===== config.mk =====
export PLATFORM = sky130hd
export DESIGN_NAME = mips_alu_md
export DESIGN_NICKNAME = d
export VERILOG_FILES = /design/src/rtl/mips_alu_pkg.sv /design/src/rtl/mips_muldiv_seq.sv /design/src/rtl/mips_alu_md.sv
export SDC_FILE = /design/constraint.sdc
export NUM_CORES = 1
export LEC_CHECK = 0
export BUFFER_PORTS_ARGS = -buffer_cell sky130_fd_sc_hd__buf_2
export CORE_MARGIN = 3
export CORE_UTILIZATION = 30
export CTS_BUF_LIST = sky130_fd_sc_hd__clkbuf_16
export CTS_CLUSTER_SIZE = 12
export DETAILED_ROUTE_END_ITERATION = 10
export PLACE_DENSITY_LB_ADDON = 0.1
export REMOVE_ABC_BUFFERS = 1
export SYNTH_ARGS = -nofsm -noshare
export SYNTH_HDL_FRONTEND = slang
export SYNTH_HIERARCHICAL = 1
export SYNTH_SLANG_ARGS = --single-unit

===== constraint.sdc =====
create_clock -name clk -period 6 [get_ports clk]
set_input_delay 0.9 -clock clk [delete_from_list [all_inputs] [get_ports clk]]
set_output_delay 0.9 -clock clk [all_outputs]
set_load 0.01 [all_outputs]

===== src/rtl/mips_alu_pkg.sv =====
// mips_alu_pkg
//   Shared definitions for the MIPS execute unit: ALU control encodings,
//   multiply/divide operation codes and the mul/div sequencer state type.
//   No ports; imported by mips_alu_md and mips_muldiv_seq.
package mips_alu_pkg;

  localparam logic [3:0] ALU_AND  = 4'b0000;
  localparam logic [3:0] ALU_OR   = 4'b0001;
  localparam logic [3:0] ALU_ADD  = 4'b0010;
  localparam logic [3:0] ALU_SLL  = 4'b0011;
  localparam logic [3:0] ALU_SRL  = 4'b0100;
  localparam logic [3:0] ALU_SRA  = 4'b0101;
  localparam logic [3:0] ALU_SUB  = 4'b0110;
  localparam logic [3:0] ALU_SLT  = 4'b0111;
  localparam logic [3:0] ALU_SLTU = 4'b1000;
  localparam logic [3:0] ALU_NOR  = 4'b1100;
  localparam logic [3:0] ALU_XOR  = 4'b1101;

  localparam logic [1:0] MD_MULT  = 2'b00;
  localparam logic [1:0] MD_MULTU = 2'b01;
  localparam logic [1:0] MD_DIV   = 2'b10;
  localparam logic [1:0] MD_DIVU  = 2'b11;

  typedef enum logic {
    MD_IDLE,
    MD_RUN
  } md_state_t;

endpackage


===== src/rtl/mips_muldiv_seq.sv =====
// mips_muldiv_seq
//   Iterative radix-2 multiply / restoring divide engine with HI/LO registers.
//   One step per clock for WIDTH clocks after a start is accepted in IDLE.
// Ports:
//   clk, reset          clock and synchronous active-high reset
//   op_a, op_b          operands (rs, rt), latched when a start is accepted
//   md_op               MULT / MULTU / DIV / DIVU
//   md_start            start request, honoured only in IDLE
//   md_busy             engine running
//   md_done             one-cycle pulse when hi/lo have been written
//   md_div_by_zero      qualifies md_done: the divisor was zero
//   hi, lo              result registers
module mips_muldiv_seq
  import mips_alu_pkg::*;
#(
  parameter int WIDTH = 32,
  parameter int SHW   = $clog2(WIDTH)
) (
  input  logic             clk,
  input  logic             reset,
  input  logic [WIDTH-1:0] op_a,
  input  logic [WIDTH-1:0] op_b,
  input  logic [1:0]       md_op,
  input  logic             md_start,
  output logic             md_busy,
  output logic             md_done,
  output logic             md_div_by_zero,
  output logic [WIDTH-1:0] hi,
  output logic [WIDTH-1:0] lo
);

  md_state_t state, state_next;

  logic [SHW-1:0]   count;
  logic             is_div_r, a_neg_r, b_neg_r;
  logic [WIDTH-1:0] a_orig_r, b_mag_r;
  logic [WIDTH-1:0] p_hi, p_lo;

  logic             signed_op;
  logic [WIDTH-1:0] a_mag, b_mag;
  logic             last_step;

  logic [WIDTH:0]     mul_sum;
  logic [2*WIDTH-1:0] prod_mag, prod_fin;
  logic [WIDTH:0]     div_shift, div_diff;
  logic               div_ge;
  logic [WIDTH-1:0]   div_rem, div_quo;
  logic [WIDTH-1:0]   step_hi, step_lo, fin_hi, fin_lo;
  logic               b_zero;

  always_ff @(posedge clk) begin
    if (reset) state <= MD_IDLE;
    else       state <= state_next;
  end

  always_comb begin
    state_next = state;
    case (state)
      MD_IDLE: if (md_start)        state_next = MD_RUN;
      MD_RUN:  if (count == '0)     state_next = MD_IDLE;
      default:                      state_next = MD_IDLE;
    endcase
  end

  always_comb begin
    md_busy   = (state == MD_RUN);
    last_step = (state == MD_RUN) && (count == '0);
  end

  // Signed ops run on magnitudes; signs are reapplied on the final step.
  always_comb begin
    signed_op = (md_op == MD_MULT) || (md_op == MD_DIV);
    a_mag     = (signed_op && op_a[WIDTH-1]) ? -op_a : op_a;
    b_mag     = (signed_op && op_b[WIDTH-1]) ? -op_b : op_b;
  end

  // p_lo holds the multiplier (shifted out LSB first) or the dividend
  // (shifted out MSB first while quotient bits shift in); p_hi holds the
  // upper partial product or the running remainder.
  always_comb begin
    mul_sum   = {1'b0, p_hi} + (p_lo[0] ? {1'b0, b_mag_r} : {(WIDTH+1){1'b0}});
    prod_mag  = {mul_sum, p_lo[WIDTH-1:1]};
    div_shift = {p_hi, p_lo[WIDTH-1]};
    div_diff  = div_shift - {1'b0, b_mag_r};
    div_ge    = ~div_diff[WIDTH];
    div_rem   = div_ge ? div_diff[WIDTH-1:0] : div_shift[WIDTH-1:0];
    div_quo   = {p_lo[WIDTH-2:0], div_ge};
    step_hi   = is_div_r ? div_rem : prod_mag[2*WIDTH-1:WIDTH];
    step_lo   = is_div_r ? div_quo : prod_mag[WIDTH-1:0];
  end

  // Result fix-up: quotient takes the XOR of the signs, remainder follows
  // the dividend. A zero divisor overrides with all-ones / dividend.
  always_comb begin
    b_zero   = (b_mag_r == '0);
    prod_fin = (a_neg_r ^ b_neg_r) ? -prod_mag : prod_mag;
    fin_hi   = prod_fin[2*WIDTH-1:WIDTH];
    fin_lo   = prod_fin[WIDTH-1:0];
    if (is_div_r) begin
      if (b_zero) begin
        fin_hi = a_orig_r;
        fin_lo = '1;
      end else begin
        fin_hi = a_neg_r ? -div_rem : div_rem;
        fin_lo = (a_neg_r ^ b_neg_r) ? -div_quo : div_quo;
      end
    end
  end

  always_ff @(posedge clk) begin
    if (reset) begin
      count          <= '0;
      is_div_r       <= 1'b0;
      a_neg_r        <= 1'b0;
      b_neg_r        <= 1'b0;
      a_orig_r       <= '0;
      b_mag_r        <= '0;
      p_hi           <= '0;
      p_lo           <= '0;
      hi             <= '0;
      lo             <= '0;
      md_done        <= 1'b0;
      md_div_by_zero <= 1'b0;
    end else begin
      md_done        <= 1'b0;
      md_div_by_zero <= 1'b0;
      if (state == MD_IDLE) begin
        if (md_start) begin
          count    <= SHW'(WIDTH - 1);
          is_div_r <= md_op[1];
          a_neg_r  <= signed_op & op_a[WIDTH-1];
          b_neg_r  <= signed_op & op_b[WIDTH-1];
          a_orig_r <= op_a;
          b_mag_r  <= b_mag;
          p_hi     <= '0;
          p_lo     <= a_mag;
        end
      end else begin
        count <= count - SHW'(1);
        p_hi  <= step_hi;
        p_lo  <= step_lo;
        if (last_step) begin
          hi             <= fin_hi;
          lo             <= fin_lo;
          md_done        <= 1'b1;
          md_div_by_zero <= is_div_r & b_zero;
        end
      end
    end
  end

endmodule


===== src/rtl/mips_alu_md.sv =====
// mips_alu_md
//   MIPS EX-stage unit: combinational ALU with zero/overflow flags plus an
//   iterative multiply/divide engine writing HI/LO.
// Ports:
//   clk, reset                 clock and synchronous active-high reset
//   read_data_1                operand A (rs)
//   alu_src_output             operand B (rt or immediate)
//   shamt                      shift amount for SLL/SRL/SRA (shifts B)
//   alu_ctrl                   ALU operation select
//   alu_result, zero, overflow combinational ALU result and flags
//   md_start, md_op            mul/div request
//   md_busy, md_done           engine status
//   md_div_by_zero             qualifies md_done for zero divisors
//   hi, lo                     mul/div result registers
module mips_alu_md
  import mips_alu_pkg::*;
#(
  parameter int WIDTH = 32,
  parameter int SHW   = $clog2(WIDTH)
) (
  input  logic             clk,
  input  logic             reset,
  input  logic [WIDTH-1:0] read_data_1,
  input  logic [WIDTH-1:0] alu_src_output,
  input  logic [SHW-1:0]   shamt,
  input  logic [3:0]       alu_ctrl,
  output logic [WIDTH-1:0] alu_result,
  output logic             zero,
  output logic             overflow,
  input  logic             md_start,
  input  logic [1:0]       md_op,
  output logic             md_busy,
  output logic             md_done,
  output logic             md_div_by_zero,
  output logic [WIDTH-1:0] hi,
  output logic [WIDTH-1:0] lo
);

  logic [WIDTH-1:0] a, b, sum, diff;
  logic             a_s, b_s;

  always_comb begin
    a    = read_data_1;
    b    = alu_src_output;
    sum  = a + b;
    diff = a - b;
    a_s  = a[WIDTH-1];
    b_s  = b[WIDTH-1];
  end

  always_comb begin
    alu_result = '0;
    overflow   = 1'b0;
    case (alu_ctrl)
      ALU_AND:  alu_result = a & b;
      ALU_OR:   alu_result = a | b;
      ALU_ADD: begin
        alu_result = sum;
        overflow   = (a_s == b_s) && (sum[WIDTH-1] != a_s);
      end
      ALU_SUB: begin
        alu_result = diff;
        overflow   = (a_s != b_s) && (diff[WIDTH-1] != a_s);
      end
      ALU_SLT:  alu_result = {{(WIDTH-1){1'b0}}, ($signed(a) < $signed(b))};
      ALU_SLTU: alu_result = {{(WIDTH-1){1'b0}}, (a < b)};
      ALU_NOR:  alu_result = ~(a | b);
      ALU_XOR:  alu_result = a ^ b;
      ALU_SLL:  alu_result = b << shamt;
      ALU_SRL:  alu_result = b >> shamt;
      ALU_SRA:  alu_result = $signed(b) >>> shamt;
      default:  alu_result = '0;
    endcase
  end

  assign zero = (alu_result == '0);

  mips_muldiv_seq #(
    .WIDTH (WIDTH),
    .SHW   (SHW)
  ) u_muldiv (
    .clk            (clk),
    .reset          (reset),
    .op_a           (read_data_1),
    .op_b           (alu_src_output),
    .md_op          (md_op),
    .md_start       (md_start),
    .md_busy        (md_busy),
    .md_done        (md_done),
    .md_div_by_zero (md_div_by_zero),
    .hi             (hi),
    .lo             (lo)
  );

endmodule


==> results of run 1 <==
-- cells in the final DEF (no fill, tap or decap), types with 16 or more instances in the layout --
cell type and n:
a211o_1 18, a211oi_1 117, a21o_1 38, a21oi_1 373, a221oi_1 38, a22oi_1 21
a311oi_1 20, a31oi_1 42, and2_1 21, and3_1 21, buf_2 165, buf_4 411
clkbuf_16 26, dfxtp_1 201, ha_1 165, inv_1 177, mux2_2 45, mux2i_1 137
mux4_2 29, nand2_1 416, nand2b_1 28, nand3_1 65, nand4_1 31, nor2_1 479
nor2b_1 33, nor3_1 92, nor3b_1 37, nor4_1 41, o211ai_1 53, o21a_1 16
o21ai_0 173, o21ai_1 19, o221ai_1 45, o22ai_1 37, o31ai_1 33, or2_2 16
or3_1 29, xnor2_1 130, xor2_1 101
-- synth_stat cells, types with 17 or more instances --
cell | instances | share of area [%]
clkbuf_1 | 235 | 3.2
o211ai_1 | 53 | 1.4
o21ai_0 | 176 | 3.2
a221oi_1 | 40 | 1.3
o221ai_1 | 47 | 1.5
xor2_1 | 102 | 3.2
a21oi_1 | 375 | 6.7
dfxtp_1 | 203 | 15
a311oi_1 | 22 | 0.69
a22oi_1 | 23 | 0.62
or3_1 | 30 | 0.67
nand2b_1 | 28 | 0.63
a21o_1 | 38 | 1.0
nor3b_1 | 37 | 1.0
and3_1 | 21 | 0.47
nand3_1 | 65 | 1.2
ha_1 | 171 | 7.7
nor2b_1 | 36 | 0.81
a31oi_1 | 43 | 0.97
buf_1 | 41 | 0.55
xnor2_1 | 131 | 4.1
nor2_1 | 485 | 6.5
nand4_1 | 31 | 0.70
o2111ai_1 | 17 | 0.53
and2_1 | 21 | 0.47
mux4_2 | 29 | 2.3
nor3_1 | 94 | 1.7
inv_1 | 176 | 2.4
buf_2 | 29 | 0.52
o21ai_1 | 17 | 0.31
a211o_1 | 18 | 0.57
or2_2 | 17 | 0.38
a211oi_1 | 120 | 3.2
o31ai_1 | 34 | 0.92
mux2i_1 | 138 | 5.0
mux2_2 | 46 | 1.9
o22ai_1 | 38 | 0.85
nand2_1 | 417 | 5.6
nor4_1 | 44 | 0.99
-- logic make-up (layout without fill, tap and decap cells) --
logic type / after synthesis / in the layout / synth area share [%]
fa+ha+maj: 175 / 175 / 7.970
flops: 203 / 203 / 14.59
simple gates: 1401 / 1401 / 23.58
other cells: 0 / 2 / 0
mux: 216 / 216 / 9.407
xor+xnor: 233 / 233 / 7.327
buf+inv: 500 / 823 / 7.139
compound gates: 1242 / 1242 / 29.98
-- through the flow --
step                      hold slack [ps]  std cells  area (sq um)  setup slack, ps
after detailed placement            430.0       5481         32240           -450.2
after floorplan                     425.8       3652         26550           -100.1
after CTS                           438.0       5529         33150           0.4192
after global routing                450.5       5537         33480           -6.599
final                               435.7       5538         33480            120.8
after global placement              424.1       5481         32240           -469.1
-- worst paths after layout --
kind	from	endpoint	slack (ps)
max	read_data_1[1]	zero	120
min	u_muldiv/lo[14]	u_muldiv/lo[14]	440
max reg2reg	u_muldiv/b_mag_r[13]	u_muldiv/hi[29]	700
min reg2reg	u_muldiv/lo[14]	u_muldiv/lo[14]	440
-- what timing repair did --
action	in CTS	in global routing
gates cloned	0	0
pin swaps	5	22
endpoints found under the hold margin	0	0
endpoints found under the setup margin	1	1
resized for setup	17	64
setup buffers	1	9
-- state kept, by name, indices dropped and copies added (netlist names) --
register	flops
u_muldiv/a_orig_r	32
u_muldiv/b_mag_r	32
u_muldiv/hi	32
u_muldiv/lo	32
u_muldiv/p_hi	32
u_muldiv/p_lo	32
u_muldiv/count	5
u_muldiv/a_neg_r	1
u_muldiv/b_neg_r	1
u_muldiv/is_div_r	1
u_muldiv/md_busy	1
u_muldiv/md_div_by_zero	1
u_muldiv/md_done	1
-- metal layers --
| metal | wire [um] | up-vias |
|---|---|---|
| met5 | 22 | - |
| met4 | 8439 | 4 |
| met3 | 8511 | 271 |
| met2 | 65530 | 1217 |
| met1 | 63210 | 15650 |
| li1 | - | 15170 |
-- tightest hold or removal path, cell delays in order, from the launching register on --
cell	delay, ps
dfxtp_1	310
nand2_1	50
nand2_1	40
-- layout make-up --
| class | instances | area, sq um |
|---|---|---|
| Timing Repair Buffer | 594 | 4149 |
| Tap cell | 1243 | 1555 |
| Multi-Input combinational cell | 3267 | 22170 |
| Clock inverter | 21 | 190.2 |
| Inverter | 182 | 690.7 |
| Clock buffer | 26 | 650.6 |
| Sequential cell | 203 | 4071 |
| Antenna cell | 2 | 5.005 |
| Fill cell | 10010 | 58320 |
-- power by group through the flow --
stage / clock, W / combinational [W] / sequential (W)
3_5_place_dp: 0 / 0.00264 / 0.00157
3_3_place_gp: 0 / 0.00265 / 0.00157
6_report: 0.00159 / 0.00274 / 0.00154
5_1_grt: 0.00167 / 0.00293 / 0.00156
2_1_floorplan: 0 / 0.00144 / 0.00156
4_1_cts: 0.00164 / 0.00266 / 0.00154
==> results.py, run 1 <==
metrics = {
    "floorplan": {
        "rows": 111,
        "chipHeight_um": 310.7,
        "io_pins": 179,
        "fp.coreArea_sq_um": 91800,
        "initial_core_util_pct": 30.34,
        "die_x_um": 310.7,
        "die_area_sq_um": 96530,
    },
    "sta": {
        "slew_headroom_pct": 23.74,
        "hold_viol": 0,
        "skew_ps": 27.97,
        "finalSetupViolCount": 0,
        "clock.fmax_mhz": 170.1,
        "slew_viol_final": 0,
        "tns_ps": 0,
        "tightest_slew_ps": 1142,
        "fin_crit_sh_pct": 97.99,
        "finalCriticalPeriod_ps": 5879,
    },
    "yosys": {
        "syn_area_per_cell_sq_um": 7.015,
        "netlist_area_sq_um": 27850,
        "ys_warn_count": 6,
        "ys.flop_type": "dfxtp_1",
        "synth.distinct_cells": 111,
        "synth_cells": 3970,
        "ys_async_sr_fraction_pct": 0,
        "ys_seq_area_share_pct": 14.59,
        "synth-seq-cells": 203,
        "synth_edf_count": 0,
    },
    "setup_path": {
        "path_class": "input port to output port",
        "cp_slowest_cell": "or4_4",
        "critPathLaunchType": "input port",
        "r2r_cells": 15,
        "critPathArrivalTime_ps": 4980,
        "slowest_delay_ps": 550,
        "cp_top_family": "simple AND/OR/NAND/NOR gates",
        "crit_chain": "buf_2, buf_4, fa_2, a21o_1, a221oi_2, buf_4, nor3_1, or3_4, a41oi_2, mux2_4, o221ai_2, or3b_1, or4_1, or4_4, nor3_4, buf_2",
        "cp.depth": 16,
        "crit_path_end_kind": "output port",
        "crit_required_ps": 5100,
        "cp_num_buf_inv": 4,
        "cp_max_fo": 4,
    },
    "global_route": {
        "grt_pass1_wl_um": 212300,
        "grt_usage_pct": 28.73,
        "gr-max-usage-layer": "met2",
        "grt_max_degree": 85,
        "met1_usage_pct": 38.17,
        "grt_overflow": 0,
        "antenna_found_initial": 4,
        "grtUsageMet3_pct": 2.691,
        "gr-usage-met2_pct": 46.63,
        "grt_pass1_vias": 30890,
    },
    "clocking": {
        "cts-hold-fix-buffers": 0,
        "clock_sink_count": 203,
        "clk_latency_ps": 590,
        "cts_tree": "yes",
        "htree_levels": 1,
        "clk_pin_slew_ps": 60,
        "clockBufferDepth": 3,
        "cts_made_buffers": 26,
        "clockRootBuffer": "clkbuf_16",
    },
    "layout": {
        "fin_util_pct": 36.47,
        "drive_gt1_share_pct": 19.43,
        "area_growth_pct": 20.22,
        "fin_nets": 4527,
    },
    "pwr": {
        "p_per_area_nw_per_um2": 175.3,
        "intPower_w": 0.003348,
        "seqPwrFrac_pct": 26.3,
        "clockPowerShare_pct": 27.0,
        "finalPower_w": 0.005868,
        "power_switching_w": 0.002519,
        "pwr-share-comb_pct": 46.7,
        "power.leakage_nw": 13.93,
        "netSwitchingFraction_pct": 42.94,
        "peakVddDrop_mv": 0.1947,
    },
    "job": {
        "cap_violations": 0,
    },
    "detailed_routing": {
        "antenna_left": 0,
        "drt_iter0_markers": 3188,
        "wirelength_um": 145700,
        "dr.pass1.iters": 6,
        "wl_per_cell_um": 26.31,
        "drcViolationCount": 0,
        "vias": 32310,
        "viasPerCell": 5.835,
    },
    "placement": {
        "dp_hpwl_um": 116900,
        "port_buffers": 178,
        "gp_congestion": 1.002,
    },
    "min_path": {
        "min_path_cells": 2,
        "hold_class": "register to register",
    },
    "status": {
        "status": "completed",
    },
}
(Power assumes the default switching activity.)
==> run 2: changes to the inputs <==
--- a/config.mk
+++ b/config.mk
@@ -5,12 +5,14 @@
 export SDC_FILE = /design/constraint.sdc
 export NUM_CORES = 1
 export LEC_CHECK = 0
+export ABC_AREA = 1
 export BUFFER_PORTS_ARGS = -buffer_cell sky130_fd_sc_hd__buf_2
 export CORE_MARGIN = 3
 export CORE_UTILIZATION = 30
 export CTS_BUF_LIST = sky130_fd_sc_hd__clkbuf_16
 export CTS_CLUSTER_SIZE = 12
 export DETAILED_ROUTE_END_ITERATION = 10
+export MAX_ROUTING_LAYER = met4
 export PLACE_DENSITY_LB_ADDON = 0.1
 export REMOVE_ABC_BUFFERS = 1
 export SYNTH_ARGS = -nofsm -noshare
==> results.py, run 2 <==
metrics = {
    "layout": {
        "final_common_cell": "nand2_1",
        "final_cell_mix": "nand2_1, inv_1, nand3_1, nor2_1, a21oi_1",
        "drive_gt1_share_pct": 7.299,
        "final_cells": 6817,
        "fin_nets": 5769,
        "area_growth_pct": 9.776,
        "nFillCells": 11320,
    },
    "setup_path": {
        "r2r_slack_ps": 1390,
        "r2r-start": "u_muldiv/b_mag_r[0]",
        "startpoint": "alu_src_output[0]",
        "endpoint": "zero",
        "path_class": "input port to output port",
        "r2r_cells": 23,
        "cp_max_fo": 7,
        "critPathArrivalTime_ps": 4330,
        "crit_required_ps": 5100,
        "reg2reg_to": "u_muldiv/hi[20]",
        "critPathLaunchType": "input port",
        "slowest_delay_ps": 490,
        "cp_slowest_cell": "fa_1",
        "crit_path_end_kind": "output port",
        "crit_chain": "buf_2, ha_1, fa_1, nand2_1, nand3_1, and2_1, or2_2, nand3_1, nand3_1, nor2_1, nand2_1, nor2_1, nand2_1, nor2_1, nand2_1, nor2_1, buf_2",
    },
    "sta": {
        "rsz0062_at_grt": "no",
        "skew_ps": 49.10,
        "slew_viol_final": 0,
        "clock.fmax_mhz": 191.3,
        "slew_headroom_pct": 22.11,
        "tightest_slew_ps": 1167,
        "tns_ps": 0,
        "fin_crit_sh_pct": 87.14,
        "hold_viol": 0,
        "finalSetupViolCount": 0,
        "finalCriticalPeriod_ps": 5229,
    },
    "yosys": {
        "netlist_top_cells_count": "nand2_1, inv_1, nand3_1",
        "synth.distinct_cells": 63,
        "yosys.cell_count.top_type": "nand2_1",
        "ys_async_sr_fraction_pct": 0,
        "ys.flop_type": "dfxtp_1",
        "netlist_area_sq_um": 29310,
        "ys_seq_area_share_pct": 13.86,
        "synth_edf_count": 0,
        "ys_warn_count": 6,
        "synth_top_cell_area_share_pct": 20.81,
        "synth_top_area_cell": "nand2_1",
        "yosys-top-cells-area": "nand2_1, dfxtp_1, nand3_1",
        "synth-seq-cells": 203,
        "synth_cells": 5468,
        "syn_area_per_cell_sq_um": 5.360,
    },
    "floorplan": {
        "fp.coreArea_sq_um": 96850,
        "die_x_um": 318.6,
        "io_pins": 179,
        "die_area_sq_um": 101500,
        "chipHeight_um": 318.6,
        "rows": 114,
        "initial_core_util_pct": 30.26,
    },
    "pwr": {
        "power.leakage_nw": 16.93,
        "p_per_area_nw_per_um2": 203.3,
        "peakVddDrop_mv": 0.2281,
    },
    "detailed_routing": {
        "dr.pass1.iters": 8,
        "drcViolationCount": 0,
        "viasPerCell": 5.474,
        "antenna_left": 0,
        "wl_per_cell_um": 24.23,
        "vias": 37320,
        "wirelength_um": 165200,
        "drt_iter0_markers": 4042,
    },
    "global_route": {
        "grt_overflow": 0,
        "antenna_found_initial": 9,
        "grt_pass1_wl_um": 234800,
        "grt_max_degree": 97,
        "grt_pass1_vias": 34000,
        "grt_usage_pct": 31.90,
    },
    "clocking": {
        "post_cts_buffers": 0,
        "cts_tree": "yes",
        "cts-hold-fix-buffers": 0,
        "htree_levels": 1,
        "clock_sink_count": 203,
        "clockRootBuffer": "clkbuf_16",
        "clockBufferDepth": 3,
        "cts_resized": 0,
        "clk_latency_ps": 600,
        "cts_made_buffers": 28,
        "clk_pin_slew_ps": 60,
    },
    "status": {
        "status": "completed",
    },
    "placement": {
        "port_buffers": 178,
        "gp_congestion": 1.047,
        "dp_hpwl_um": 135900,
        "placed_cells": 6762,
    },
    "job": {
        "cap_violations": 0,
    },
    "min_path": {
        "hold_class": "register to register",
    },
}
==> run 2: cell types whose count changed in the layout (fill, tap and decap cells not counted), sizes merged, moves of 115 or more <==
cell    delta
buf      -346
o21ai    +150
mux2i    -138
a211oi   -115
inv      +573
nand2   +1244
nand3    +594
==> run 2: worst min-delay path by stage <==
| stage | start | to | slack (ps) | cells past startpoint |
|---|---|---|---|---|
| 2_1_floorplan | u_muldiv/a_orig_r[0] | u_muldiv/a_orig_r[0] | 430 | 2 |
| 3_3_place_gp | u_muldiv/hi[26] | u_muldiv/hi[26] | 440 | 2 |
| 3_5_place_dp | u_muldiv/hi[26] | u_muldiv/hi[26] | 430 | 2 |
| 4_1_cts | u_muldiv/hi[26] | u_muldiv/hi[26] | 450 | 2 |
| 5_1_grt | u_muldiv/lo[8] | u_muldiv/lo[8] | 470 | 1 |
| 6_report | u_muldiv/hi[26] | u_muldiv/hi[26] | 450 | 2 |
==> run 2: cell type report <==
class	instances	area, sq um	share of cell area (%)
Clock buffer	29	725.7	2.255
Timing Repair Buffer	241	1376	4.277
Multi-Input combinational cell	4281	21390	66.48
Clock inverter	20	138.9	0.4316
Sequential cell	203	4069	12.65
Antenna cell	6	15.01	0.04666
Inverter	761	2863	8.897
Tap cell	1276	1597	4.962
==> run 2: metrics by stage <==
step	instance area, sq um	power (W)	hold WS [ps]	utilization (%)	setup WS [ps]
floorplan	28280	0.003563	434.9	-	356.0
global placement	31300	0.004849	437.7	32.31	822.0
detailed placement	31300	0.004841	434.3	32.31	890.2
CTS	32160	0.006508	450.2	33.21	883.9
global route	32170	0.006930	467.9	33.22	681.0
finish	32180	0.006540	445.9	33.22	771.5
==> run 2: where the power goes <==
group | internal, W | switching [W] | total, W
Clock | 0.000946 | 0.000704 | 0.00165
Combinational | 0.000885 | 0.00240 | 0.00329
Sequential | 0.00145 | 0.000156 | 0.00160
==> run 2: cells by family (layout without fill, tap and decap cells) <==
| logic type | Yosys count | in the layout | share of synthesized area (%) |
|---|---|---|---|
| flops | 203 | 203 | 13.86 |
| buf+inv | 984 | 1051 | 13.26 |
| simple gates | 3106 | 3106 | 45.26 |
| other cells | 0 | 6 | 0 |
| compound gates | 917 | 917 | 17.56 |
| fa+ha+maj | 175 | 175 | 7.573 |
| xor+xnor | 83 | 83 | 2.480 |
==> run 2: routing by layer <==
metal / track usage (%) / wire (um)
met4: 12.02 / 7548
met1: 41.11 / 71300
met5: - / 0
met3: 3.438 / 11000
met2: 51.40 / 75360
==> run 2: worst max-delay path, delay by kind of cell <==
family	cells	cell delay, ps
AND/OR/NAND/NOR	13	2220
adder cells (fa/ha/maj)	2	820
buffers and inverters	2	360
